===== src/rtl/sync_fifo_pro.sv =====
// rtl/sync_fifo_pro.sv - Single-clock FIFO with selectable registered or FWFT read and runtime thresholds.
// Optional per-word even parity is enabled by defining SYNC_FIFO_PARITY_EN.
module sync_fifo_pro #(
    parameter int DATA_WIDTH = 8,
    parameter int FIFO_DEPTH = 16,
    parameter int ADDR_WIDTH = 4,
    parameter int RDATA_MODE = 0
) (
    input  logic                  clk,
    input  logic                  rst_n,
    input  logic                  wr_en,
    input  logic [DATA_WIDTH-1:0] wr_data,
    input  logic                  rd_en,
    output logic [DATA_WIDTH-1:0] rd_data,
    output logic                  rd_valid,
    input  logic [ADDR_WIDTH:0]   afull_thresh,
    input  logic [ADDR_WIDTH:0]   aempty_thresh,
    output logic                  full,
    output logic                  empty,
    output logic                  almost_full,
    output logic                  almost_empty,
    output logic [ADDR_WIDTH:0]   data_count,
`ifdef SYNC_FIFO_PARITY_EN
    input  logic                  err_inject,
    output logic                  parity_err,
`endif
    output logic                  overflow,
    output logic                  underflow
);

`ifdef SYNC_FIFO_PARITY_EN
    localparam int MEM_WIDTH = DATA_WIDTH + 1;
`else
    localparam int MEM_WIDTH = DATA_WIDTH;
`endif
    localparam logic [ADDR_WIDTH:0] DEPTH_CNT = (ADDR_WIDTH + 1)'(FIFO_DEPTH);

    logic [MEM_WIDTH-1:0]  mem [FIFO_DEPTH];
    logic [ADDR_WIDTH-1:0] wr_ptr;
    logic [ADDR_WIDTH-1:0] rd_ptr;
    logic [ADDR_WIDTH:0]   count;
    logic                  rd_accept;
    logic                  wr_accept;
    logic [MEM_WIDTH-1:0]  wr_word;
    logic [MEM_WIDTH-1:0]  rd_word;
    logic [DATA_WIDTH-1:0] rd_word_data;

    // A full FIFO still takes a write when the same edge frees a slot.
    assign rd_accept = rd_en && !empty;
    assign wr_accept = wr_en && (!full || rd_accept);

`ifdef SYNC_FIFO_PARITY_EN
    assign wr_word = {(^wr_data) ^ err_inject, wr_data};
`else
    assign wr_word = wr_data;
`endif
    assign rd_word      = mem[rd_ptr];
    assign rd_word_data = rd_word[DATA_WIDTH-1:0];

    assign data_count   = count;
    assign full         = (count == DEPTH_CNT);
    assign empty        = (count == '0);
    assign almost_full  = (count >= afull_thresh);
    assign almost_empty = (count <= aempty_thresh);

    // Storage is deliberately not reset; clearing the pointers discards its contents.
    always_ff @(posedge clk) begin
        if (rst_n && wr_accept) begin
            mem[wr_ptr] <= wr_word;
        end
    end

    always_ff @(posedge clk) begin
        if (!rst_n) begin
            wr_ptr    <= '0;
            rd_ptr    <= '0;
            count     <= '0;
            overflow  <= 1'b0;
            underflow <= 1'b0;
        end else begin
            if (wr_accept) begin
                wr_ptr <= wr_ptr + ADDR_WIDTH'(1);
            end
            if (rd_accept) begin
                rd_ptr <= rd_ptr + ADDR_WIDTH'(1);
            end
            case ({wr_accept, rd_accept})
                2'b10:   count <= count + (ADDR_WIDTH + 1)'(1);
                2'b01:   count <= count - (ADDR_WIDTH + 1)'(1);
                default: count <= count;
            endcase
            overflow  <= wr_en && !wr_accept;
            underflow <= rd_en && !rd_accept;
        end
    end

`ifdef SYNC_FIFO_PARITY_EN
    always_ff @(posedge clk) begin
        if (!rst_n) begin
            parity_err <= 1'b0;
        end else begin
            parity_err <= rd_accept && (^rd_word);
        end
    end
`endif

    generate
        if (RDATA_MODE == 0) begin : g_registered
            logic [DATA_WIDTH-1:0] rd_data_q;
            logic                  rd_valid_q;

            always_ff @(posedge clk) begin
                if (!rst_n) begin
                    rd_data_q  <= '0;
                    rd_valid_q <= 1'b0;
                end else begin
                    rd_valid_q <= rd_accept;
                    if (rd_accept) begin
                        rd_data_q <= rd_word_data;
                    end
                end
            end

            assign rd_data  = rd_data_q;
            assign rd_valid = rd_valid_q;
        end else begin : g_fwft
            // Head word is always presented; a read simply advances the pointer.
            assign rd_data  = rd_word_data;
            assign rd_valid = !empty;
        end
    endgenerate

endmodule


===== config.mk =====
export PLATFORM = sky130hd
export DESIGN_NAME = sync_fifo_pro
export DESIGN_NICKNAME = d
export VERILOG_FILES = /design/src/rtl/sync_fifo_pro.sv
export SDC_FILE = /design/constraint.sdc
export NUM_CORES = 1
export LEC_CHECK = 0
export BUFFER_PORTS_ARGS = -buffer_cell sky130_fd_sc_hd__clkbuf_2
export CAP_MARGIN = 20
export CORE_MARGIN = 1.5
export CORE_UTILIZATION = 40
export CTS_CLUSTER_SIZE = 10
export DETAILED_ROUTE_END_ITERATION = 10
export PLACE_DENSITY = 0.66
export SLEW_MARGIN = 25
export SYNTH_ARGS = -nofsm -noshare
export SYNTH_HDL_FRONTEND = slang
export SYNTH_SLANG_ARGS = --single-unit

===== constraint.sdc =====
create_clock -name clk -period 3.4 [get_ports clk]
set_clock_uncertainty 0.05 [all_clocks]
set_input_delay 1.02 -clock clk [delete_from_list [all_inputs] [get_ports clk]]
set_output_delay 1.02 -clock clk [all_outputs]
set_load 0.01 [all_outputs]

==> impl_metrics.toml, run 1 <==
[timing]
hold_violations = 0
max_freq_mhz = 307
setup_ws_ns = 0.145
drv_slew = 0
fin_crit_ns = 3.25
rsz0062_at_grt = "no"
maxSlewHeadroom_pct = 54.5
finalSetupViolCount = 0
finalCritPeriodShare_pct = 95.7
tightest_slew_ns = 0.681
fin_setup_tns_ns = 0

[clocking]
cts_made_buffers = 17
htree_levels = 4
cts_setup_buffers = 0
cts_num_sinks = 152
cts-resized-gates = 0
insertion_delay_ns = 0.43
cts_tree = "done"
cts.path.max_buffers = 2
cts-root-buf = "clkbuf_16"
hold_buffers = 0
clk_pin_slew_ns = 0.06

[placement]
place.gp.congestion = 0.825
dpl.hpwl_um = 8610
dp_cells = 660
port_buffers = 41
post-place-ws_ns = 0.148
place_area_um2 = 6830

[route]
drt-pass1-iter-count = 7
avgViaCountPerCell = 5.21
wl_per_cell_um = 18.8
drtIter0Drc = 323
routed_wl_um = 13000
drc = 0
vias = 3604
ant_nets = 0

[setup_path]
crit_type = "primary input to primary output"
crit_path_end_kind = "primary output"
worstSetupStartpointType = "primary input"
reg2reg_from = "data_count[1]$_SDFFE_PN0P_"
worst_ep_required_time_ns = 2.33
critical_path_arrival_ns = 2.18
crit_start = "aempty_thresh[1]"
rrSetupSlack_ns = 0.68
crit_fanout = 2

[run]
maxCapViolCount = 0

[pwr]
p_leak_nw = 2.54
power_density_nw_per_um2 = 661
peakVddDrop_v = 0.000369

[global_route]
gr-usage-all-layers_pct = 16.8
overflow = 0
grt_max_degree = 24
antenna_found_initial = 0
grt_pass1_vias = 3598
grt_pass1_wl_um = 20000

[min_path]
min_from = "wr_ptr[1]$_SDFFE_PN0P_"
hold_path.class = "flop to flop"

[logic_synthesis]
ys_seq_area_share_pct = 68.7
syn_area_um2 = 6290
yosysTopAreaCell = "edfxtp_1"
synth_area_per_cell_um2 = 15.4
ys_warn_count = 0
syn-num-nets = 449
synthTopCellsByArea = "edfxtp_1, dfxtp_1, mux4_2"
syn_inst = 408
yosys.cell_types.count = 41
synth_top_area_share_pct = 61.1
synth-seq-cells = 152

[cells_and_area]
layout_commonest_cell = "edfxtp_1"
stdcell_count = 692
num-fill-cells = 1310
syn2layout_area_growth_pct = 17.4
multiInputGateArea_um2 = 1830
final_cell_area_um2 = 7380
final_nets = 509
finish.utilization_pct = 48.4
layout_common_cells = "edfxtp_1, clkbuf_2, mux2i_1, nor2_1, dfxtp_1"
n_antenna_cell = 0
drive_gt1_share_pct = 23.7
seq_area_um2 = 4330

[floorplan]
num_rows = 45
core_um2 = 15300
die_h_um = 128
start_util_pct = 41.2
fp.dieW_um = 128
fp.dieArea_um2 = 16500
pin_count = 42

[outcome]
status = "complete, no violations"
==> critical path: stages <==
cell and delay [ns]:
clkbuf_2 0.07, inv_1 0.03, ha_1 0.29, nor2b_1 0.14, o21a_1 0.16, o21ai_0 0.16, nand2_1 0.07, o211ai_1 0.08
clkbuf_2 0.15
==> registers in the layout, indices dropped and copies added, names as in the netlist <==
register and cells:
data_count 5, mem 128, overflow 1, rd_data 8
rd_ptr 4, rd_valid 1, underflow 1, wr_ptr 4
==> Yosys cell counts <==
cell type,n
a31oi_1,1
or4_4,1
xor2_1,3
o211ai_1,1
or3_1,2
nor3_1,12
nor3b_1,1
and2_1,1
a2bb2oi_4,1
nand3b_1,1
and4_1,1
o22ai_1,16
dfxtp_1,24
o221ai_1,1
nand2_1,17
fa_1,1
o31ai_1,1
o21ai_1,1
and3_1,1
edfxtp_1,128
mux2i_4,1
clkbuf_1,9
ha_1,18
xnor2_1,5
inv_1,12
nor2_4,1
nor2b_1,5
nand3_1,7
buf_1,3
nor2_1,26
nor4_1,2
a21oi_1,16
a21o_1,3
o21a_1,2
mux2i_1,33
o21ai_0,12
nand2b_1,4
nand4_1,1
buf_2,9
mux4_2,16
a22oi_1,8
==> final cells by class <==
class,count,area share (%)
inverter,12,0.610
timing repair buffer,62,4.91
multi-input combinational,223,24.8
tap,211,3.58
clock inverter,13,1.54
clock buffer,19,6.00
sequential,152,58.6
==> per-stage QoR <==
stage | hold slack [ns] | total power [mW]
3_5_place_dp | 0.472 | 3.18
6_report | 0.493 | 4.88
3_3_place_gp | 0.447 | 3.15
2_1_floorplan | 0.432 | 2.86
5_1_grt | 0.505 | 5.09
4_1_cts | 0.484 | 4.93
==> report_power, final <==
group | total [mW] | internal [mW] | switching (mW)
combinational | 0.909 | 0.405 | 0.504
clock | 1.75 | 0.973 | 0.775
sequential | 2.22 | 2.12 | 0.101
total | 4.88 | 3.50 | 1.38
==> final timing paths <==
check / cells past startpoint / end
max reg2reg: 9 / data_count[4]$_SDFFE_PN0P_
min: 2 / wr_ptr[1]$_SDFFE_PN0P_
max: 9 / almost_empty
min reg2reg: 2 / wr_ptr[1]$_SDFFE_PN0P_
==> routing by layer <==
| metal | vias up | routed length, um | GRT usage (%) |
|---|---|---|---|
| li1 | 1693 | - | - |
| met1 | 1755 | 5560 | 21.6 |
| met2 | 139 | 6350 | 27.7 |
| met3 | 17 | 879 | 3.78 |
| met4 | 0 | 225 | 6.87 |
| met5 | - | 0 | 0 |
==> cell families after synthesis <==
group | Yosys count | share of synthesized area, %
xor gates and xnor gates | 8 | 1.11
DFF | 152 | 68.7
muxes | 50 | 11.3
AOI/OAI and AO/OA | 63 | 6.35
adders and majority gates | 19 | 3.90
buffers and inverters | 33 | 2.15
and+or+nand+nor | 83 | 6.41
Note: power is estimated with default switching activity, not from simulation.
==> inputs of run 2 (changes only) <==
--- a/config.mk
+++ b/config.mk
@@ -8,10 +8,10 @@
 export BUFFER_PORTS_ARGS = -buffer_cell sky130_fd_sc_hd__clkbuf_2
 export CAP_MARGIN = 20
 export CORE_MARGIN = 1.5
-export CORE_UTILIZATION = 40
+export CORE_UTILIZATION = 60
 export CTS_CLUSTER_SIZE = 10
 export DETAILED_ROUTE_END_ITERATION = 10
-export PLACE_DENSITY = 0.66
+export PLACE_DENSITY = 0.88
 export SLEW_MARGIN = 25
 export SYNTH_ARGS = -nofsm -noshare
 export SYNTH_HDL_FRONTEND = slang
==> run 2 against run 1 <==
Effect of this change:
- sequential share of layout area grew 0.64 points
- fmax shrank 1.2%
- die area shrank 33%
- sequential cell count is the same
- global-route usage grew 8.7 points
- largest cell class unchanged
- first-iteration DRC count grew 38%
- highest routed layer unchanged
- total power grew 0.98%
==> impl_metrics.toml, run 2 (synthesis results as in run 1) <==
[outcome]
status = "complete, no violations"

[route]
ant_nets = 0
drtIter0Drc = 445
drt-pass1-iter-count = 5
routed_wl_um = 13100
drc = 0
wl_per_cell_um = 21.3
vias = 3728
avgViaCountPerCell = 6.05

[clocking]
cts_setup_buffers = 0
htree_levels = 4
cts_made_buffers = 17
cts_num_sinks = 152
cts-root-buf = "clkbuf_8"
insertion_delay_ns = 0.53
cts.path.max_buffers = 2
cts_tree = "done"
clk_pin_slew_ns = 0.06
cts-resized-gates = 0
hold_buffers = 0

[setup_path]
slowest_stage = "ha_1"
reg2reg_from = "data_count[1]$_SDFFE_PN0P_"
crit_type = "primary input to primary output"
max_stage_delay_ns = 0.29
worst_ep_required_time_ns = 2.33
critPathMostFrequentCell = "clkbuf_2"
crit_family = "compound AO/OA/AOI/OAI gates"
reg2reg_to = "data_count[4]$_SDFFE_PN0P_"
rrSetupSlack_ns = 0.68
worstSetupStartpointType = "primary input"
crit_fanout = 2
crit_path_end_kind = "primary output"
critical_path_arrival_ns = 2.22
cp_num_buf_inv = 3
worstRegToRegCells = 9
worstPathCellList = "clkbuf_2 -> inv_1 -> ha_1 -> nor2b_1 -> o21a_1 -> o21ai_0 -> nand2_1 -> o211ai_1 -> clkbuf_2"

[global_route]
overflow = 0
grt_pass1_vias = 3738
grt_max_degree = 51
antenna_found_initial = 0
grt_pass1_wl_um = 20500
gr-usage-all-layers_pct = 25.5

[cells_and_area]
drive_gt1_share_pct = 22.9
regMostFlops = "mem"
stdcell_count = 616
multiInputGateArea_um2 = 1830
largest_register_ffs = 128
num-fill-cells = 604
final_nets = 508
final_cell_area_um2 = 7300
layout_commonest_cell = "edfxtp_1"
syn2layout_area_growth_pct = 16.1
seq_area_um2 = 4330
layout_common_cells = "edfxtp_1, clkbuf_2, mux2i_1, nor2_1, dfxtp_1"
n_antenna_cell = 0

[pwr]
p_leak_nw = 2.55
peakVddDrop_v = 0.000400
power_density_nw_per_um2 = 674

[floorplan]
start_util_pct = 61.5
pin_count = 42
fp.dieW_um = 105
num_rows = 37
core_um2 = 10200
fp.dieArea_um2 = 11100
die_h_um = 105

[min_path]
min_from = "wr_ptr[1]$_SDFFE_PN0P_"
hold_path.class = "flop to flop"
min_delay_path_depth = 2
hold_end = "wr_ptr[1]$_SDFFE_PN0P_"

[timing]
maxSlewHeadroom_pct = 49.8
fin_crit_ns = 3.29
max_freq_mhz = 304
fin_setup_tns_ns = 0
finalSetupViolCount = 0
tightest_slew_ns = 0.746
hold_violations = 0
rsz0062_at_grt = "no"
drv_slew = 0
finalCritPeriodShare_pct = 96.9

[placement]
dp_cells = 584
port_buffers = 41
dpl.hpwl_um = 8430
place.gp.congestion = 0.837
place_area_um2 = 6740

[run]
maxCapViolCount = 0
-- run 2: through the flow --
| stage | total power, mW | hold WS (ns) | setup WS, ns | utilization [%] |
|---|---|---|---|---|
| after floorplan | 2.86 | 0.432 | 0.426 | - |
| after global placement | 3.12 | 0.451 | 0.215 | 65.9 |
| after detailed placement | 3.16 | 0.474 | 0.126 | 65.9 |
| after CTS | 4.94 | 0.486 | 0.125 | 71.4 |
| after global routing | 5.12 | 0.509 | 0.00949 | 71.4 |
| final | 4.93 | 0.493 | 0.107 | 71.4 |
-- run 2: layout make-up --
class | instances | area share [%]
repair buffers | 61 | 5.04
well taps | 136 | 2.33
multi-input cells | 223 | 25.1
inverters | 12 | 0.617
flip-flops and latches | 152 | 59.2
clock buffers | 23 | 6.41
clock inverters | 9 | 1.34
-- run 2: worst max-delay path by stage --
stage | end | startpoint | cells after the start
finish | almost_empty | aempty_thresh[1] | 9
global route | almost_full | data_count[0]$_SDFFE_PN0P_ | 8
CTS | almost_empty | aempty_thresh[1] | 9
detailed placement | almost_empty | aempty_thresh[1] | 9
global placement | almost_empty | aempty_thresh[1] | 9
floorplan | almost_empty | aempty_thresh[1] | 7
-- run 2: per-layer routing --
| layer | vias up | track usage (%) | routed length, um |
|---|---|---|---|
| met5 | - | 0 | 0 |
| met4 | 0 | 11.7 | 469 |
| met3 | 33 | 5.88 | 945 |
| met2 | 194 | 39.2 | 6330 |
| met1 | 1819 | 34.9 | 5370 |
| li1 | 1682 | - | - |
-- run 2: worst register-to-register path, cell delays in order (launching register included) --
cell and delay, ns:
dfxtp_1 0.41, or4_4 0.61, o21ai_1 0.19, nor2_1 0.13, fa_1 0.42, a21o_1 0.19
a21o_1 0.23, nor4_1 0.20, a21oi_1 0.07, a31oi_1 0.17
-- run 2: where the power goes --
| part | switching (mW) | internal, mW |
|---|---|---|
| logic | 0.505 | 0.398 |
| registers | 0.111 | 2.12 |
| clock network | 0.689 | 1.10 |
==> inputs of run 3 (changes only) <==
--- a/config.mk
+++ b/config.mk
@@ -5,13 +5,14 @@
 export SDC_FILE = /design/constraint.sdc
 export NUM_CORES = 1
 export LEC_CHECK = 0
+export ABC_AREA = 1
 export BUFFER_PORTS_ARGS = -buffer_cell sky130_fd_sc_hd__clkbuf_2
 export CAP_MARGIN = 20
 export CORE_MARGIN = 1.5
-export CORE_UTILIZATION = 60
+export CORE_UTILIZATION = 61
 export CTS_CLUSTER_SIZE = 10
 export DETAILED_ROUTE_END_ITERATION = 10
-export PLACE_DENSITY = 0.88
+export PLACE_DENSITY = 0.89
 export SLEW_MARGIN = 25
 export SYNTH_ARGS = -nofsm -noshare
 export SYNTH_HDL_FRONTEND = slang
==> run 3 against run 2 <==
Effect of this change:
- clock power rose by 5%
- non-clock buffer count did not move
- highest routed layer unchanged
- critical path type is now flop to primary output
- via count rose by 39%
- hold slack got worse by 0.020 ns
- clock-buffer cell count fell by 5
- sequential power barely moved
- total power rose by 7.7%
- utilization rose by 0.36 points
- register-to-register slack improved by 0.32 ns
- synthesized cell count rose by 73%
- global-route usage rose by 4.7 points
==> impl_metrics.toml, run 3 <==
[cells_and_area]
largest_register_ffs = 128
syn2layout_area_growth_pct = 13.8
n_antenna_cell = 0
layout_common_cells = "nand2_1, edfxtp_1, inv_1, nand3_1, nor2_1"
layout_commonest_cell = "nand2_1"
regMostFlops = "mem"
drive_gt1_share_pct = 13.5
final_nets = 799
finish.utilization_pct = 71.8
final_cell_area_um2 = 7810
stdcell_count = 911
num-fill-cells = 659

[floorplan]
die_h_um = 109
num_rows = 38
core_um2 = 10900
fp.dieArea_um2 = 11900
pin_count = 42
fp.dieW_um = 109
start_util_pct = 63.1

[setup_path]
crit_path_end_kind = "primary output"
worstRegToRegCells = 15
reg2reg_from = "data_count[1]$_SDFFE_PN0P_"
crit_fanout = 6
rrSetupSlack_ns = 1.00
critical_path_arrival_ns = 2.09
crit_end = "almost_full"
crit_start = "data_count[0]$_SDFFE_PN0P_"
reg2reg_to = "data_count[4]$_SDFFE_PN0P_"
crit_type = "flop to primary output"
worstSetupStartpointType = "flop"
worst_ep_required_time_ns = 2.33

[route]
drt-pass1-iter-count = 5
drc = 0
drtIter0Drc = 594
vias = 5178
ant_nets = 0
wl_per_cell_um = 17.7
routed_wl_um = 16100
avgViaCountPerCell = 5.68

[timing]
fin_setup_tns_ns = 0
maxSlewHeadroom_pct = 40.6
finalSetupViolCount = 0
rsz0062_at_grt = "no"
finalCritPeriodShare_pct = 93.0
hold_violations = 0
setup_ws_ns = 0.238
tightest_slew_ns = 0.891
fin_crit_ns = 3.16
drv_slew = 0
max_freq_mhz = 316

[logic_synthesis]
synth-seq-cells = 152
synthTopCellsByArea = "edfxtp_1, nand2_1, nand3_1"
syn_area_um2 = 6870
yosys.cell_types.count = 24
ys_seq_area_share_pct = 63.0
syn-num-nets = 748
synth_flop_cell = "edfxtp_1"
async_reset_ff_share_pct = 0
ys_top_cells_by_count = "nand2_1, edfxtp_1, inv_1, nand3_1, nor2_1"
ys_warn_count = 0
synth.most_common_cell = "nand2_1"
syn_inst = 707
synth_area_per_cell_um2 = 9.71
synth_top_area_share_pct = 56.0
synth_edf_count = 128
yosysTopAreaCell = "edfxtp_1"

[global_route]
gr-usage-all-layers_pct = 30.1
grt_pass1_wl_um = 26400
overflow = 0
antenna_found_initial = 0
grt_pass1_vias = 5311
grt_max_degree = 67

[clocking]
cts.path.max_buffers = 2
insertion_delay_ns = 0.54
cts_setup_buffers = 0
htree_levels = 4
hold_buffers = 0
cts-root-buf = "clkbuf_8"
cts_tree = "done"
cts-resized-gates = 0
cts_made_buffers = 17
cts_num_sinks = 152
clk_pin_slew_ns = 0.06

[placement]
post-place-ws_ns = 0.285
place_area_um2 = 7220
dp_cells = 879
port_buffers = 41
dpl.hpwl_um = 9610
place.gp.congestion = 0.878

[pwr]
power_density_nw_per_um2 = 679
p_leak_nw = 3.47
peakVddDrop_v = 0.000604

[run]
maxCapViolCount = 0

[outcome]
status = "complete, no violations"

[min_path]
hold_path.class = "flop to flop"
==> run 3: cell count changes after synthesis, sizes merged, moves of 11 or more <==
cell | before | now
nand2 | 17 | 201
mux2i | 34 | 0
buf | 12 | 23
inv | 12 | 104
o22ai | 16 | 1
mux4 | 16 | 0
nor2 | 27 | 63
nand3 | 7 | 98
==> run 3: cell families after synthesis <==
| family | after synthesis | share of synthesized area, % |
|---|---|---|
| AOI/OAI and AO/OA | 32 | 2.42 |
| adders and majority gates | 19 | 3.57 |
| and+or+nand+nor | 365 | 22.1 |
| buffers and inverters | 135 | 8.40 |
| xor gates and xnor gates | 4 | 0.510 |
| DFF | 152 | 63.0 |
==> run 3: layout make-up <==
type | count | area (um2) | share of cell area [%]
flip-flops and latches | 152 | 4330 | 55.4
multi-input cells | 420 | 1970 | 25.2
clock buffers | 18 | 428 | 5.48
inverters | 106 | 399 | 5.11
repair buffers | 61 | 355 | 4.55
well taps | 140 | 175 | 2.24
clock inverters | 14 | 164 | 2.10
==> run 3: report_power, final <==
group | leakage [nW] | internal (mW) | switching (mW)
logic | 1.84 | 0.388 | 0.836
registers | 1.35 | 2.10 | 0.0980
clock network | 0.280 | 1.08 | 0.795
==> run 3: layer usage <==
metal  track usage, %  wire (um)
met3             6.81       1550
met5                0          0
met4             14.9        511
met2             51.2       8330
met1             36.1       5750
==> run 3: worst min-delay path by stage <==
stage	from	end	slack, ns	cells past startpoint
detailed placement	wr_ptr[3]$_SDFFE_PN0P_	wr_ptr[3]$_SDFFE_PN0P_	0.46	2
finish	wr_ptr[3]$_SDFFE_PN0P_	wr_ptr[3]$_SDFFE_PN0P_	0.47	2
CTS	wr_ptr[3]$_SDFFE_PN0P_	wr_ptr[3]$_SDFFE_PN0P_	0.48	2
global placement	wr_ptr[3]$_SDFFE_PN0P_	wr_ptr[3]$_SDFFE_PN0P_	0.44	2
global route	wr_ptr[3]$_SDFFE_PN0P_	wr_ptr[3]$_SDFFE_PN0P_	0.50	2
floorplan	wr_ptr[3]$_SDFFE_PN0P_	wr_ptr[3]$_SDFFE_PN0P_	0.42	2
==> run 3: worst max-delay path, cell delays in order (launching register included) <==
cell,delay [ns]
dfxtp_1,0.46
inv_1,0.14
ha_1,0.28
o21ai_0,0.15
nand2_1,0.07
nand2_1,0.06
nand2_1,0.06
a21oi_1,0.13
o21bai_1,0.08
clkbuf_2,0.13
==> run 3: stage by stage <==
stage,power [mW],hold slack (ns)
after CTS,5.29,0.480
final,5.31,0.473
after global placement,3.33,0.444
after floorplan,3.08,0.422
after detailed placement,3.40,0.465
after global routing,5.53,0.500
